[src/rtl/cipher_pkg.sv]
// Shared definitions for the cipher-core arbiter: FSM state encoding, port IDs,
// cipher mode constants and the two-way round-robin pick function.
package cipher_pkg;

  typedef enum logic [2:0] {
    IDLE  = 3'b000,
    GRANT = 3'b001,
    RUN   = 3'b010,
    RESP  = 3'b011,
    DRAIN = 3'b100
  } state_e;

  localparam logic CODE_PORT = 1'b0;
  localparam logic DATA_PORT = 1'b1;

  localparam logic MODE_DEC = 1'b0;
  localparam logic MODE_ENC = 1'b1;

  // req[0] is the code side, req[1] the data side; a tie goes to the port
  // that did not own the core last.
  function automatic logic rr_pick(input logic [1:0] req, input logic last_owner);
    logic pick;
    unique case (req)
      2'b01:   pick = CODE_PORT;
      2'b10:   pick = DATA_PORT;
      2'b11:   pick = ~last_owner;
      default: pick = CODE_PORT;
    endcase
    return pick;
  endfunction

endpackage

[src/rtl/rr_arbiter2.sv]
// Two-way round-robin arbiter: combinational pick from the request pair and a
// registered last-owner bit that the caller updates when an ownership ends.
module rr_arbiter2
  import cipher_pkg::*;
(
  input  logic       clk_i,
  input  logic       rst_i,
  input  logic [1:0] req_i,
  input  logic       update_i,
  input  logic       owner_i,
  output logic       valid_o,
  output logic       pick_o
);

  logic last_owner_q;

  // Reset to the data port so the code port wins the first tie.
  always_ff @(posedge clk_i or posedge rst_i) begin
    if (rst_i) begin
      last_owner_q <= DATA_PORT;
    end else if (update_i) begin
      last_owner_q <= owner_i;
    end
  end

  always_comb begin
    valid_o = |req_i;
    pick_o  = rr_pick(req_i, last_owner_q);
  end

endmodule

[src/rtl/cipher_arbiter.sv]
// Shares one block-cipher core between the code-fetch and data load/store
// requesters: round-robin grant, operand steering, abort/drain and watchdog.
module cipher_arbiter
  import cipher_pkg::*;
#(
  parameter int unsigned DATA_W  = 64,
  parameter int unsigned TIMEOUT = 1023,
  parameter int unsigned CNT_W   = 10
) (
  input  logic              clk,
  input  logic              reset,
  input  logic              code_req,
  input  logic              code_mode,
  input  logic [DATA_W-1:0] code_din,
  input  logic              code_abort,
  input  logic              data_req,
  input  logic              data_mode,
  input  logic [DATA_W-1:0] data_din,
  input  logic              data_abort,
  input  logic              core_busy,
  input  logic              core_done,
  input  logic [DATA_W-1:0] core_dout,
  output logic              code_gnt,
  output logic              data_gnt,
  output logic              code_done,
  output logic              data_done,
  output logic [DATA_W-1:0] dout,
  output logic              core_start,
  output logic              core_mode,
  output logic [DATA_W-1:0] core_din,
  output logic              core_abort,
  output logic              timeout_err
);

  localparam logic [CNT_W-1:0] TIMEOUT_C = CNT_W'(TIMEOUT);

  state_e            state_q;
  logic              owner_q;
  logic              core_start_q;
  logic              core_mode_q;
  logic [DATA_W-1:0] core_din_q;
  logic              core_abort_q;
  logic [DATA_W-1:0] dout_q;
  logic              code_done_q;
  logic              data_done_q;
  logic              timeout_err_q;
  logic [CNT_W-1:0]  wdog_q;

  logic arb_valid;
  logic arb_pick;
  logic arb_update;
  logic own_req;
  logic own_abort;
  logic owns_core;

  assign own_req    = (owner_q == DATA_PORT) ? data_req   : code_req;
  assign own_abort  = (owner_q == DATA_PORT) ? data_abort : code_abort;
  assign arb_update = (state_q == RESP) || ((state_q == DRAIN) && !core_busy);

  rr_arbiter2 u_rr (
    .clk_i    (clk),
    .rst_i    (reset),
    .req_i    ({data_req, code_req}),
    .update_i (arb_update),
    .owner_i  (owner_q),
    .valid_o  (arb_valid),
    .pick_o   (arb_pick)
  );

  always_ff @(posedge clk or posedge reset) begin
    if (reset) begin
      state_q       <= IDLE;
      owner_q       <= CODE_PORT;
      core_start_q  <= 1'b0;
      core_mode_q   <= MODE_DEC;
      core_din_q    <= '0;
      core_abort_q  <= 1'b0;
      dout_q        <= '0;
      code_done_q   <= 1'b0;
      data_done_q   <= 1'b0;
      timeout_err_q <= 1'b0;
      wdog_q        <= '0;
    end else begin
      core_start_q <= 1'b0;
      code_done_q  <= 1'b0;
      data_done_q  <= 1'b0;
      unique case (state_q)
        IDLE: begin
          if (arb_valid) begin
            owner_q     <= arb_pick;
            core_mode_q <= (arb_pick == DATA_PORT) ? data_mode : code_mode;
            core_din_q  <= (arb_pick == DATA_PORT) ? data_din  : code_din;
            state_q     <= GRANT;
          end
        end
        GRANT: begin
          core_start_q <= 1'b1;
          wdog_q       <= '0;
          state_q      <= RUN;
        end
        RUN: begin
          wdog_q <= wdog_q + 1'b1;
          // Abort and withdrawal outrank a same-cycle core_done; that result is dropped.
          if (own_abort || !own_req) begin
            core_abort_q <= 1'b1;
            state_q      <= DRAIN;
          end else if (wdog_q == TIMEOUT_C) begin
            timeout_err_q <= 1'b1;
            core_abort_q  <= 1'b1;
            state_q       <= DRAIN;
          end else if (core_done) begin
            dout_q <= core_dout;
            if (owner_q == DATA_PORT) begin
              data_done_q <= 1'b1;
            end else begin
              code_done_q <= 1'b1;
            end
            state_q <= RESP;
          end
        end
        RESP: begin
          state_q <= IDLE;
        end
        DRAIN: begin
          if (!core_busy) begin
            core_abort_q <= 1'b0;
            state_q      <= IDLE;
          end
        end
        default: begin
          state_q <= IDLE;
        end
      endcase
    end
  end

  assign owns_core   = (state_q == GRANT) || (state_q == RUN) || (state_q == RESP);
  assign code_gnt    = owns_core && (owner_q == CODE_PORT);
  assign data_gnt    = owns_core && (owner_q == DATA_PORT);
  assign code_done   = code_done_q;
  assign data_done   = data_done_q;
  assign dout        = dout_q;
  assign core_start  = core_start_q;
  assign core_mode   = core_mode_q;
  assign core_din    = core_din_q;
  assign core_abort  = core_abort_q;
  assign timeout_err = timeout_err_q;

endmodule

[config.mk]
export PLATFORM = sky130hd
export DESIGN_NAME = cipher_arbiter
export DESIGN_NICKNAME = d
export VERILOG_FILES = /design/src/rtl/cipher_pkg.sv /design/src/rtl/rr_arbiter2.sv /design/src/rtl/cipher_arbiter.sv
export SDC_FILE = /design/constraint.sdc
export NUM_CORES = 1
export LEC_CHECK = 0
export BUFFER_PORTS_ARGS = -buffer_cell sky130_fd_sc_hd__buf_2
export CORE_ASPECT_RATIO = 1.2
export CORE_MARGIN = 3
export CORE_UTILIZATION = 30
export CTS_CLUSTER_SIZE = 25
export DETAILED_ROUTE_END_ITERATION = 10
export PLACE_DENSITY = 0.61
export SETUP_SLACK_MARGIN = 0.5
export SYNTH_ARGS = -nofsm -noshare
export SYNTH_HDL_FRONTEND = slang
export SYNTH_HIERARCHICAL = 1
export SYNTH_SLANG_ARGS = --single-unit
export TNS_END_PERCENT = 50
[constraint.sdc]
create_clock -name clk -period 4.5 [get_ports clk]
set_input_delay 0.45 -clock clk [delete_from_list [all_inputs] [get_ports clk]]
set_output_delay 0.45 -clock clk [all_outputs]
set_load 0.05 [all_outputs]
# --- Yosys cells after proc, flatten, opt, wreduce, memory -nomap -nowiden ---
# Index checks and enable logic that the tools add are counted.
classes:
  addsub: 1
  reduce_logical: 18
  mux: 27
  eq_ne: 11
  bitwise: 4
op_table:
  columns: ["operator", "n"]
  rows:
  - ["$mux W64", 1]
  - ["$pmux W10 S2", 1]
  - ["$mux W1", 17]
  - ["$mux W3", 5]
  - ["$pmux W3 S4", 1]
  - ["$add A10 B1 Y10 const B", 1]
  - ["$eq A10 B10 Y1 const B", 1]
  - ["$reduce_and A3 Y1", 3]
  - ["$eq A3 B2 Y1 const B", 2]
  - ["$eq A2 B2 Y1 const B", 2]
  - ["$logic_or A1 B1 Y1", 4]
  - ["$ne A2 B2 Y1 const B", 2]
  - ["$ne A4 B4 Y1 const B", 1]
  - ["$not A1 Y1", 4]
  - ["$pmux W1 S2", 2]
  - ["$reduce_and A4 Y1", 1]
  - ["$reduce_bool A2 Y1", 2]
  - ["$eq A3 B1 Y1 const B", 1]
  - ["$eq A3 B3 Y1 const B", 1]
  - ["$logic_and A1 B1 Y1", 3]
  - ["$logic_not A3 Y1", 1]
  - ["$ne A3 B3 Y1 const B", 1]
  - ["$logic_not A1 Y1", 2]
  - ["$reduce_and A2 Y1", 1]
  - ["$reduce_or A2 Y1", 1]
totals:
  regBits: 149
  elab_cells: 73
  out_inout_bits: 136

# --- Longest topological paths before layout ---
# Gate-level depths: netlist of the first run.
logic_depth:
  ltp_word: 5
  depth_mapped: 6

# --- Hierarchy ---
# Netlist of the first run, hierarchy kept.
modules_own_cells:
  columns: ["mod", "area_each_um2", "cells_per_inst", "seq_area_each_um2", "instances"]
  rows:
  - ["cipher_arbiter", 6357.3, 507, 3703.6, 1]
  - ["rr_arbiter2", 58.8, 5, 26.3, 1]

# --- Worst setup path after synthesis of the first run ---
# No wires, ideal clock.
synth_path:
  path_type: "register to output"
  from: "reg state_q[0]"
  to: "out code_gnt"
  n_path_buf: 0
  setup_slack_ns: 2.444
  arrival_time_ns: 1.606
  stages_incl_launch_ff: 3
  required_ns: 4.050
  path_cell_list: "dfrtp_1 nor2_1 nor3_1"
synth_via:
  elab_chain_len: 4
  elab_cells_between_ends: 6
synth_rtl:
  columns: ["item", "line", "rtl"]
  rows:
  - ["start: declaration", "cipher_arbiter.sv:37", "state_e state_q;"]
  - ["start signal: assignment", "cipher_arbiter.sv:72", "state_q <= IDLE;"]
  - ["start signal: assignment", "cipher_arbiter.sv:93", "state_q <= GRANT;"]
  - ["start signal: assignment", "cipher_arbiter.sv:99", "state_q <= RUN;"]
  - ["$eq A3 B1 Y1 / $eq A3 B2 Y1 (equally long branches)", "cipher_arbiter.sv:137", "assign owns_core = (state_q == GRANT) || (state_q == RUN) || (state_q == RESP);"]
  - ["$logic_or A1 B1 Y1", "cipher_arbiter.sv:137", null]
  - ["$logic_or A1 B1 Y1 *", "cipher_arbiter.sv:137", null]
  - ["$logic_and A1 B1 Y1 *", "cipher_arbiter.sv:138", "assign code_gnt = owns_core && (owner_q == CODE_PORT);"]
  - ["end: declaration", "cipher_arbiter.sv:23", "output logic code_gnt,"]
# Every way passes the cells marked *; elsewhere a longest branch is shown, timed or not.

# --- Worst setup path in the final report of the first run ---
layout_path:
  from: "reg state_q[2]"
  to: "reg dout_q[13], in the netlist dout[13]"
layout_via:
  elab_chain_len: 2
layout_rtl:
  columns: ["item", "line", "rtl"]
  rows:
  - ["$eq A3 B2 Y1", "cipher_arbiter.sv:87", "unique case (state_q)"]
  - ["$reduce_and A4 Y1 (no source line)", null, null]
  - ["end signal: assignment", "cipher_arbiter.sv:112", "dout_q <= core_dout;"]
  - ["end: declaration", "cipher_arbiter.sv:43", "logic [DATA_W-1:0] dout_q;"]
# Every way passes these cells.
# A chain may end at the register's enable or synchronous reset.

==> metrics.md, run 1 <==
| Metric | Value |
|---|---|
| Number of global-route vias before repair | `approximately 5000` |
| CTS tree | `built` |
| Critical path arrival | `approximately 2700 ps` |
| Fin nets | `1045` |
| Period utilization | `53.70%` |
| H-tree levels | `4` |
| Dpl hpwl | `13410 um` |
| Antenna cell count | `0` |
| Post-DR vias/cell | `roughly 4.5` |
| Final cell count without fillers | `around 1100` |
| Slew headroom | `between 30% and 40%` |
| # clock sinks | `around 150` |
| Critical Path RT | `4790 ps` |
| Share of cells above drive strength 1 | `between 50% and 60%` |
| CP Max Fanout | `between 60 and 70` |
| Max-slew violation count | `0` |
| First-pass GRT wire length | `around 28000 um` |
| Avg Cell Area, Syn | `approximately 13 sq um` |
| # resized after CTS | `0` |
| Commonest non-fill, non-tap cell in the layout | `buf_2` |
| RSZ-0062 raised after global routing | `false` |
| Core area | `20970 sq um` |
| R2r setup slk | `around 2100 ps` |
| Placed Cells | `about 1100` |
| Setup violators final | `0` |
| Cells after synthesis | `between 500 and 600` |
| Die H | `~170 um` |
| FMAX | `slightly above 400 MHz` |
| DIE WIDTH | `139.5 um` |
| Initial antenna violation count | `3` |
| Critical Path Source Type | `register` |
| Port Buf Inserts | `roughly 340` |
| Drt total wl | `17960 um` |
| FP Rows | `58` |
| Worst path bufs/invs | `1` |
| Synthesized-area fraction occupied by adder cells | `less than 1%` |
| Die ar. | `between 20000 and 25000 sq um` |
| First DRT Iteration DRCs | `174` |
| Library cells used by synthesis | `39` |
| Synth Net Count | `~720` |
| Drt pass-1 iters | `5` |
| Maximum vdd ir drop | `~0.4 mV` |
| Status | `complete, no violations` |
| Clk root buf | `clkbuf_16` |
| Cell Pwr Density | `roughly 870 nW/um^2` |
| Clk Latency, worst-skew pair | `410 ps` |
| Clock transition at path regs | `~60 ps` |
| Layout Skew | `roughly 9.6 ps` |
| Gr usage total | `about 15%` |
| Critical-path top delay cell | `nor3b_2` |
| Complex-gate fraction of the synthesized area | `a little under 8%` |
| Leakage power | `roughly 4.6 nW` |
| DRC | `0` |
| Worst path max stage delay | `750 ps` |
| Post-CTS setup repair buffer count | `0` |
| # IOs | `roughly 340` |
| Num CTS Buffers | `17` |
| Hold Buf Count CTS | `0` |
| Largest net degree at the start of global routing | `roughly 110` |
| Final hold violations | `0` |
| HP Class | `in2async` |
| Worst path top cell family by delay | `simple AND/OR/NAND/NOR gates` |
| Tmin final | `2417 ps` |
| Commonest non-fill, non-tap cells in the layout | `337 x buf_2, 148 x dfrtp_1, 71 x nor2_1` |
| Post-Synth XOR/XNOR Area | `0%` |
| Post-synthesis simple-gate area fraction | `7.625%` |
| Largest family of logic cells by synthesized area | `multiplexers` |
| Initial core utilization | `30.59%` |
| Number of synthesized register bits | `approximately 150` |
| Layout area overhead | `39.20%` |
| Yosys warns | `6` |
| CTS max path bufs | `2` |
| Synth Cell Area | `around 6400 sq um` |
| Setup TNS | `0 ps` |
| Crit. End Element | `register` |
| Sequential share of the synthesized area | `between 50 and 60%` |
| Grt ovf | `0` |
| RePlAce Congestion | `between 0.7 and 0.8` |
| Crit-path cells | `nor3b_2, nand4_4, buf_4, mux2_4` |
| Mux share of post-synthesis cell area | `between 20% and 30%` |
| Critical path class | `reg2reg` |
| Via count | `5040` |
| Max cap viols | `0` |
| Worst Max-Slew Pin Slew | `995.4 ps` |
| Routed WL per cell | `around 16 um` |
| Post-DRT Antenna Nets | `0` |
## metal layers
metal  part of all wire [%]  global-route usage (%)  vias to the layer above  routed length, um
met5                   0.18                       0                        -                 32
met4                    1.4                   4.340                        6                245
met3                    6.3                   4.205                       22               1127
met2                     54                   27.30                      156               9697
met1                     38                   17.77                     2384               6853
li1                       -                       -                     2472                  -
## worst register-to-register path: stages (launching register included)
cell and delay, ps:
dfrtp_1 490, nor3b_2 760, nand4_4 140, buf_4 440
mux2_4 480
## logic make-up after synthesis
logic type | after synthesis
flip-flops | 149
multiplexers | 130
AND/OR/NAND/NOR | 103
AO/OA/AOI/OAI | 92
buffers and inverters | 37
adder cells (fa/ha/maj) | 1
## area by class of cell
class / count / area (sq um)
inverter: 6 / 26.28
clock buffer: 19 / 442.9
clock inverter: 13 / 137.6
multi-input combinational: 326 / 2507
fill: 2068 / 12040
sequential: 149 / 3730
timing repair buffer: 342 / 1749
tap: 270 / 337.8
## final timing paths
| path | endpoint | depth (start not counted) | from |
|---|---|---|---|
| worst max-delay path | dout[13]$_DFFE_PP0P_ | 4 | state_q[2]$_DFFE_PP0P_ |
| worst min-delay path | u_rr/last_owner_q$_DFFE_PP1P_ | 2 | reset |
| worst max register to register | dout[13]$_DFFE_PP0P_ | 4 | state_q[2]$_DFFE_PP0P_ |
| worst min register to register | timeout_err$_DFFE_PP0P_ | 1 | timeout_err$_DFFE_PP0P_ |
| max in group asynchronous | core_din[60]$_DFFE_PP0P_ | 3 | reset |
| min in group clk | dout[60]$_DFFE_PP0P_ | 2 | core_dout[60] |
## per-stage QoR
step / hold WS [ps] / cell area, sq um / util [%] / setup WS [ps] / total power, mW
after floorplan: 339.7 / 6420 / - / 2189 / 5.418
after global placement: 479.3 / 8351 / 39.82 / 2165 / 6.369
after detailed placement: 460.1 / 8351 / 39.82 / 2090 / 6.450
after CTS: 24.01 / 8931 / 42.58 / 2093 / 7.880
after global routing: 31.27 / 8931 / 42.58 / 1973 / 8.205
final: 49.70 / 8931 / 42.58 / 2083 / 7.777
## power by group
| part | switching [mW] | total, mW | internal [mW] | leakage (nW) |
|---|---|---|---|---|
| logic | 3.04 | 4.10 | 1.06 | 2.55 |
| clock network | 0.607 | 1.40 | 0.797 | 0.280 |
| registers | 0.325 | 2.27 | 1.95 | 1.80 |
## Yosys cell counts (all sizes together)
cell type / instances / area, sq um
or3b: 2 / 17.52
o21ai: 12 / 60.06
dfrtp: 148 / 3704
a21boi: 1 / 7.510
nand2: 8 / 30.03
nand2b: 1 / 6.260
o31ai: 2 / 15.01
and3: 1 / 6.260
a211oi: 1 / 7.510
nand3: 3 / 15.01
o211ai: 2 / 15.01
a32o: 2 / 20.02
nor4b: 1 / 23.77
inv: 6 / 22.52
a22o: 2 / 17.52
nand4: 7 / 56.30
or2: 1 / 6.260
nor3: 2 / 10.01
mux2i: 65 / 650.6
nor2: 71 / 266.5
a21oi: 67 / 335.3
clkbuf: 12 / 45.04
ha: 1 / 12.51
buf: 19 / 131.4
nand3b: 2 / 15.01
a31oi: 2 / 12.51
and4: 2 / 17.52
o21bai: 1 / 7.510
or3: 1 / 6.260
mux2: 65 / 837.1
nor3b: 1 / 12.51
dfstp: 1 / 26.28
## sequential cells by signal (all words and copies together), names as in the netlist, 3 cells and up
name	flops
core_din	64
dout	64
state_q	3
wdog_q	10
Power figures use the tool's default switching activity.
==> run 2, diff against run 1 <==
==> constraint.sdc (replaced) <==
create_clock -name clk -period 2 [get_ports clk]
set_input_delay 0.2 -clock clk [delete_from_list [all_inputs] [get_ports clk]]
set_output_delay 0.2 -clock clk [all_outputs]
set_load 0.05 [all_outputs]
==> metrics.md, run 2 (synthesis gave the netlist of run 1 again) <==
| Metric | Value |
|---|---|
| Status | `complete, no violations` |
| Hold Slack | `approximately 28 ps` |
| Commonest non-fill, non-tap cells in the layout | `335 x buf_2, 147 x dfrtp_1, 68 x nor2_1` |
| Commonest non-fill, non-tap cell in the layout | `buf_2` |
| Max-slew violation count | `0` |
| Worst Max-Slew Pin Slew | `507.9 ps` |
| FF/Latch Area | `3731 sq um` |
| Placed Cells | `~1100` |
| Clk Latency, worst-skew pair | `between 400 and 500 ps` |
| Dpl hpwl | `about 14000 um` |
| First-pass GRT wire length | `approximately 32000 um` |
| Leakage power | `5.377 nW` |
| Clk root buf | `clkbuf_16` |
| Tmin final | `around 1600 ps` |
| Maximum vdd ir drop | `between 0.9 and 1 mV` |
| Initial core utilization | `between 30% and 40%` |
| Slew headroom | `66.07%` |
| Worst path max stage delay | `slightly above 400 ps` |
| Multi-input combinational cell area | `2604 sq um` |
| Period utilization | `between 80 and 90%` |
| Num CTS Buffers | `17` |
| Critical path arrival | `a little under 2000 ps` |
| Final cell count without fillers | `around 1200` |
| CP Max Fanout | `5` |
| # clock sinks | `149` |
| Drt total wl | `around 21000 um` |
| Via count | `roughly 5700` |
| Largest net degree at the start of global routing | `54` |
| Critical-path top delay cell | `dfrtp_1` |
| Pre-CTS setup slack | `between 80 and 90 ps` |
| Critical Path RT | `between 2000 and 2500 ps` |
| RePlAce Congestion | `0.7933` |
| DRC | `0` |
| Setup violators final | `0` |
| Routed WL per cell | `16.74 um` |
| Final worst-path setup slack | `between 300 and 400 ps` |
| Core area | `20970 sq um` |
| Crit. End Element | `register` |
| RSZ-0062 raised after global routing | `true` |
| FP Rows | `58` |
| Grt ovf | `0` |
| Post-DRT Antenna Nets | `0` |
| Port Buf Inserts | `around 340` |
| Cell Pwr Density | `between 1500 and 2000 nW/um^2` |
| Post-DR vias/cell | `roughly 4.5` |
| First DRT Iteration DRCs | `~180` |
| Layout Skew | `8.262 ps` |
| Total power | `~19 mW` |
| Die ar. | `23180 sq um` |
| H-tree levels | `4` |
| Clock transition at path regs | `about 60 ps` |
| Critical path class | `reg2reg` |
| Initial antenna violation count | `2` |
| HP Class | `in2reg` |
| Share of cells above drive strength 1 | `~54%` |
| FMAX | `between 600 and 700 MHz` |
| Max cap viols | `0` |
| Crit-path cells | `nor3b_4, nand4_4, buf_12, clkbuf_16, mux2_4` |
| Die H | `roughly 170 um` |
| Final hold violations | `0` |
| DIE WIDTH | `approximately 140 um` |
| CTS tree | `built` |
| Number of global-route vias before repair | `5838` |
| Fill cells | `1851` |
| Layout area overhead | `63.98%` |
| Setup TNS | `0 ps` |
| CTS max path bufs | `2` |
| Critical Path Source Type | `register` |
| Drt pass-1 iters | `4` |
| Fin nets | `~1200` |
| # IOs | `about 340` |
| Gr usage total | `17.13%` |
run 2: changes by cell type in the layout (fill, tap and decap cells not counted), moves of 3 or more:
cell           delta
buf_4            +25
buf_6            +11
buf_12            +9
clkbuf_16         +8
buf_16            +6
nor2_1            -3
dlygate4sd3_1    +59
run 2: through the flow:
| step | area [sq um] | utilization, % |
|---|---|---|
| final | 10520 | 50.17 |
| after global routing | 10520 | 50.17 |
| after CTS | 10270 | 48.96 |
| after detailed placement | 8536 | 40.70 |
| after global placement | 8536 | 40.70 |
| after floorplan | 6420 | - |
run 2: path summary, 6_finish.rpt:
check,from,to,slack [ps],cells after the start
setup reg to reg,state_q[0]$_DFFE_PP0P_,dout[7]$_DFFE_PP0P_,360,5
setup / recovery,state_q[0]$_DFFE_PP0P_,dout[7]$_DFFE_PP0P_,360,5
max in group asynchronous,reset,core_din[36]$_DFFE_PP0P_,830,5
hold reg to reg,timeout_err$_DFFE_PP0P_,timeout_err$_DFFE_PP0P_,480,1
hold / removal,core_dout[33],dout[33]$_DFFE_PP0P_,30,2
min in group asynchronous,reset,u_rr/last_owner_q$_DFFE_PP1P_,400,3
run 2: final cells by class:
type / instances / area share (%)
timing repair buffer: 461 / 30.88
multi-input combinational: 327 / 24.75
inverter: 6 / 0.2497
clock buffer: 18 / 4.079
tap: 270 / 3.211
sequential: 149 / 35.46
clock inverter: 14 / 1.344
antenna: 1 / 0.02378
run 2: timing repair:
item,4_1_cts,5_1_grt
pin swaps,6,2
setup buffers,31,2
gates resized for setup,37,9
cloned,6,9
hold buffers,59,0
endpoints found under the setup margin,145,140
endpoints found under the hold margin,75,0
run 2: worst max-delay path: cells and delay by family (launching register included):
| family | cells | cell delay (ps) |
|---|---|---|
| multiplexers | 1 | 290 |
| flip-flops | 1 | 410 |
| AND/OR/NAND/NOR | 2 | 480 |
| buffers and inverters | 2 | 350 |
run 2: report_power, final:
part / leakage (nW) / internal, mW / switching (mW)
logic: 3.30 / 3.52 / 7.42
registers: 1.79 / 4.39 / 0.706
clock network: 0.278 / 1.75 / 1.36
run 2: per-layer routing:
layer | vias up | global-route usage (%) | routed length, um
li1 | 2717 | - | -
met1 | 2713 | 20.13 | 8120
met2 | 186 | 29.97 | 11090
met3 | 32 | 4.435 | 1173
met4 | 2 | 6.468 | 473
met5 | - | 0 | 9
==> run 3, diff against run 2 <==
==> constraint.sdc (replaced) <==
create_clock -name clk -period 1.43 [get_ports clk]
set_input_delay 0.143 -clock clk [delete_from_list [all_inputs] [get_ports clk]]
set_output_delay 0.143 -clock clk [all_outputs]
set_load 0.05 [all_outputs]
==> metrics.md, run 3 (synthesis gave the netlist of run 1 again) <==
| Metric | Value |
|---|---|
| Status | `finished, violations left` |
| Failing checks | `negative setup slack` |
| Post-DRT Antenna Nets | `0` |
| Design area | `between 10000 and 15000 sq um` |
| Period utilization | `120.8%` |
| Critical path class | `reg2reg` |
| Share of cells above drive strength 1 | `between 60% and 70%` |
| Commonest non-fill, non-tap cells in the layout | `258 x buf_2, 147 x dfrtp_1, 93 x buf_6` |
| Top sig layer | `met4` |
| Fill cells | `about 1700` |
| RePlAce Congestion | `~0.80` |
| FP Rows | `58` |
| RSZ-0062 raised after global routing | `true` |
| Gr usage total | `about 16%` |
| First-pass GRT wire length | `slightly below 30000 um` |
| Dpl hpwl | `between 10000 and 15000 um` |
| Initial antenna violation count | `0` |
| Critical-path top delay cell | `dfrtp_1` |
| DRC | `0` |
| DP Area | `around 8900 sq um` |
| Layout Skew | `roughly 11 ps` |
| # clock sinks | `149` |
| Worst path max stage delay | `400 ps` |
| Final hold violations | `0` |
| Port Buf Inserts | `approximately 340` |
| Max-slew violation count | `0` |
| Initial core utilization | `between 30 and 40%` |
| Clock transition at path regs | `around 70 ps` |
| Core area | `around 21000 sq um` |
| Slew headroom | `71.34%` |
| Crit-path cells | `ha_2, nand4_4, nand4_4, buf_12, clkbuf_16, mux2_4` |
| Met1 Wirelength | `between 8000 and 9000 um` |
| Largest net degree at the start of global routing | `between 70 and 80` |
| Die H | `166.2 um` |
| Commonest non-fill, non-tap cell in the layout | `buf_2` |
| FMAX | `between 500 and 600 MHz` |
| First DRT Iteration DRCs | `between 150 and 200` |
| Fin nets | `roughly 1200` |
| Critical Path RT | `1730 ps` |
| CP Max Fanout | `7` |
| Worst path bufs/invs | `2` |
| Max cap viols | `0` |
| CTS tree | `built` |
| Post-DR vias/cell | `about 4.6` |
| Critical Path Source Type | `register` |
| Met2 WL | `approximately 11000 um` |
| H-tree levels | `4` |
| R2r setup slk | `-300 ps` |
| Drt pass-1 iters | `4` |
| Drt total wl | `about 22000 um` |
| Maximum vdd ir drop | `between 1.5 and 2 mV` |
| Grt ovf | `0` |
| Crit. End Element | `register` |
| Via count | `5922` |
| Critical path arrival | `a little over 2000 ps` |
| Clk Latency, worst-skew pair | `420 ps` |
| HP Class | `in2reg` |
| Number of global-route vias before repair | `~5700` |
| Num CTS Buffers | `17` |
| Antenna cell count | `0` |
| Leakage power | `5.744 nW` |
| Setup violators final | `between 100 and 150` |
| Final cell count without fillers | `1277` |
| DR WL met3 | `around 1400 um` |
| # IOs | `about 340` |
| FF/Latch Area | `3731 sq um` |
| Worst path top cell family by delay | `flip-flops` |
| Multi-input combinational cell area | `slightly below 3000 sq um` |
| Cell Pwr Density | `2572 nW/um^2` |
| DIE WIDTH | `about 140 um` |
| Tmin final | `roughly 1700 ps` |
| Pre-CTS setup slack | `-252.2 ps` |
| Crit-path most repeated cell | `nand4_4` |
| Routed WL per cell | `around 17 um` |
| Die ar. | `roughly 23000 sq um` |
| Clk root buf | `clkbuf_16` |
| Layout area overhead | `83.33%` |
| Final worst-path setup slack | `-297.2 ps` |
| CTS max path bufs | `2` |
| Placed Cells | `between 1000 and 1500` |
| Worst Max-Slew Pin Slew | `429.8 ps` |
run 3: cell count changes in the layout (fill, tap and decap cells not counted), sizes merged:
| cell | before | now |
|---|---|---|
| nand4 | 8 | 7 |
| clkbuf | 26 | 32 |
| clkinv | 3 | 2 |
| bufbuf | 1 | 0 |
| diode | 1 | 0 |
| dlygate4sd3 | 59 | 66 |
| clkinvlp | 3 | 4 |
| buf | 393 | 413 |
| inv | 13 | 14 |
run 3: what timing repair did:
| item | 4_1_cts | 5_1_grt |
|---|---|---|
| gates cloned | 1 | 17 |
| endpoints found under the setup margin | 285 | 285 |
| setup buffers | 4 | 12 |
| resized for setup | 42 | 335 |
| hold endpoints to repair | 214 | 0 |
| pin swaps | 3 | 13 |
| hold buffers | 66 | 0 |
run 3: power breakdown:
group,switching (mW),total [mW],internal (mW)
Clock,1.97,4.45,2.47
Sequential,1.46,7.61,6.15
Combinational,10.9,18.2,7.27
Total,14.4,30.3,15.9
run 3: final cells by class:
type	instances	area share (%)
timing repair buffer	494	35.39
sequential	149	31.72
multi-input combinational	326	24.82
clock buffer	17	3.617
tap	270	2.872
clock inverter	15	1.362
inverter	6	0.2234
run 3: path summary, 6_finish.rpt:
kind / depth (start not counted) / end / start
worst max-delay path: 6 / dout[60]$_DFFE_PP0P_ / wdog_q[1]$_DFFE_PP0P_
worst min-delay path: 3 / core_din[30]$_DFFE_PP0P_ / code_din[30]
worst max register to register: 6 / dout[60]$_DFFE_PP0P_ / wdog_q[1]$_DFFE_PP0P_
worst min register to register: 1 / timeout_err$_DFFE_PP0P_ / timeout_err$_DFFE_PP0P_
max in group asynchronous: 4 / core_din[7]$_DFFE_PP0P_ / reset
min in group asynchronous: 3 / u_rr/last_owner_q$_DFFE_PP1P_ / reset
run 3: through the flow:
stage                     util, %  hold WS, ps  setup TNS [ps]  power, mW
after global routing        56.09        23.83          -39400      31.61
after floorplan                 -        32.70         -105660      17.09
after global placement      42.57        182.1          -15290      21.11
after detailed placement    42.57        184.6          -17520      21.32
after CTS                   49.42        3.894          -27500      26.43
final                       56.09        25.55          -30550      30.25
run 3: worst register-to-register path, cell delays in order (launching register included):
cell	delay (ps)
dfrtp_1	400
ha_2	210
nand4_4	130
nand4_4	200
buf_12	210
clkbuf_16	160
mux2_4	290
run 3: layer usage:
metal | global-route usage, % | vias to the layer above
met4 | 4.043 | 0
met5 | 0 | -
met2 | 27.72 | 237
li1 | - | 2790
met3 | 4.551 | 25
met1 | 18.88 | 2870
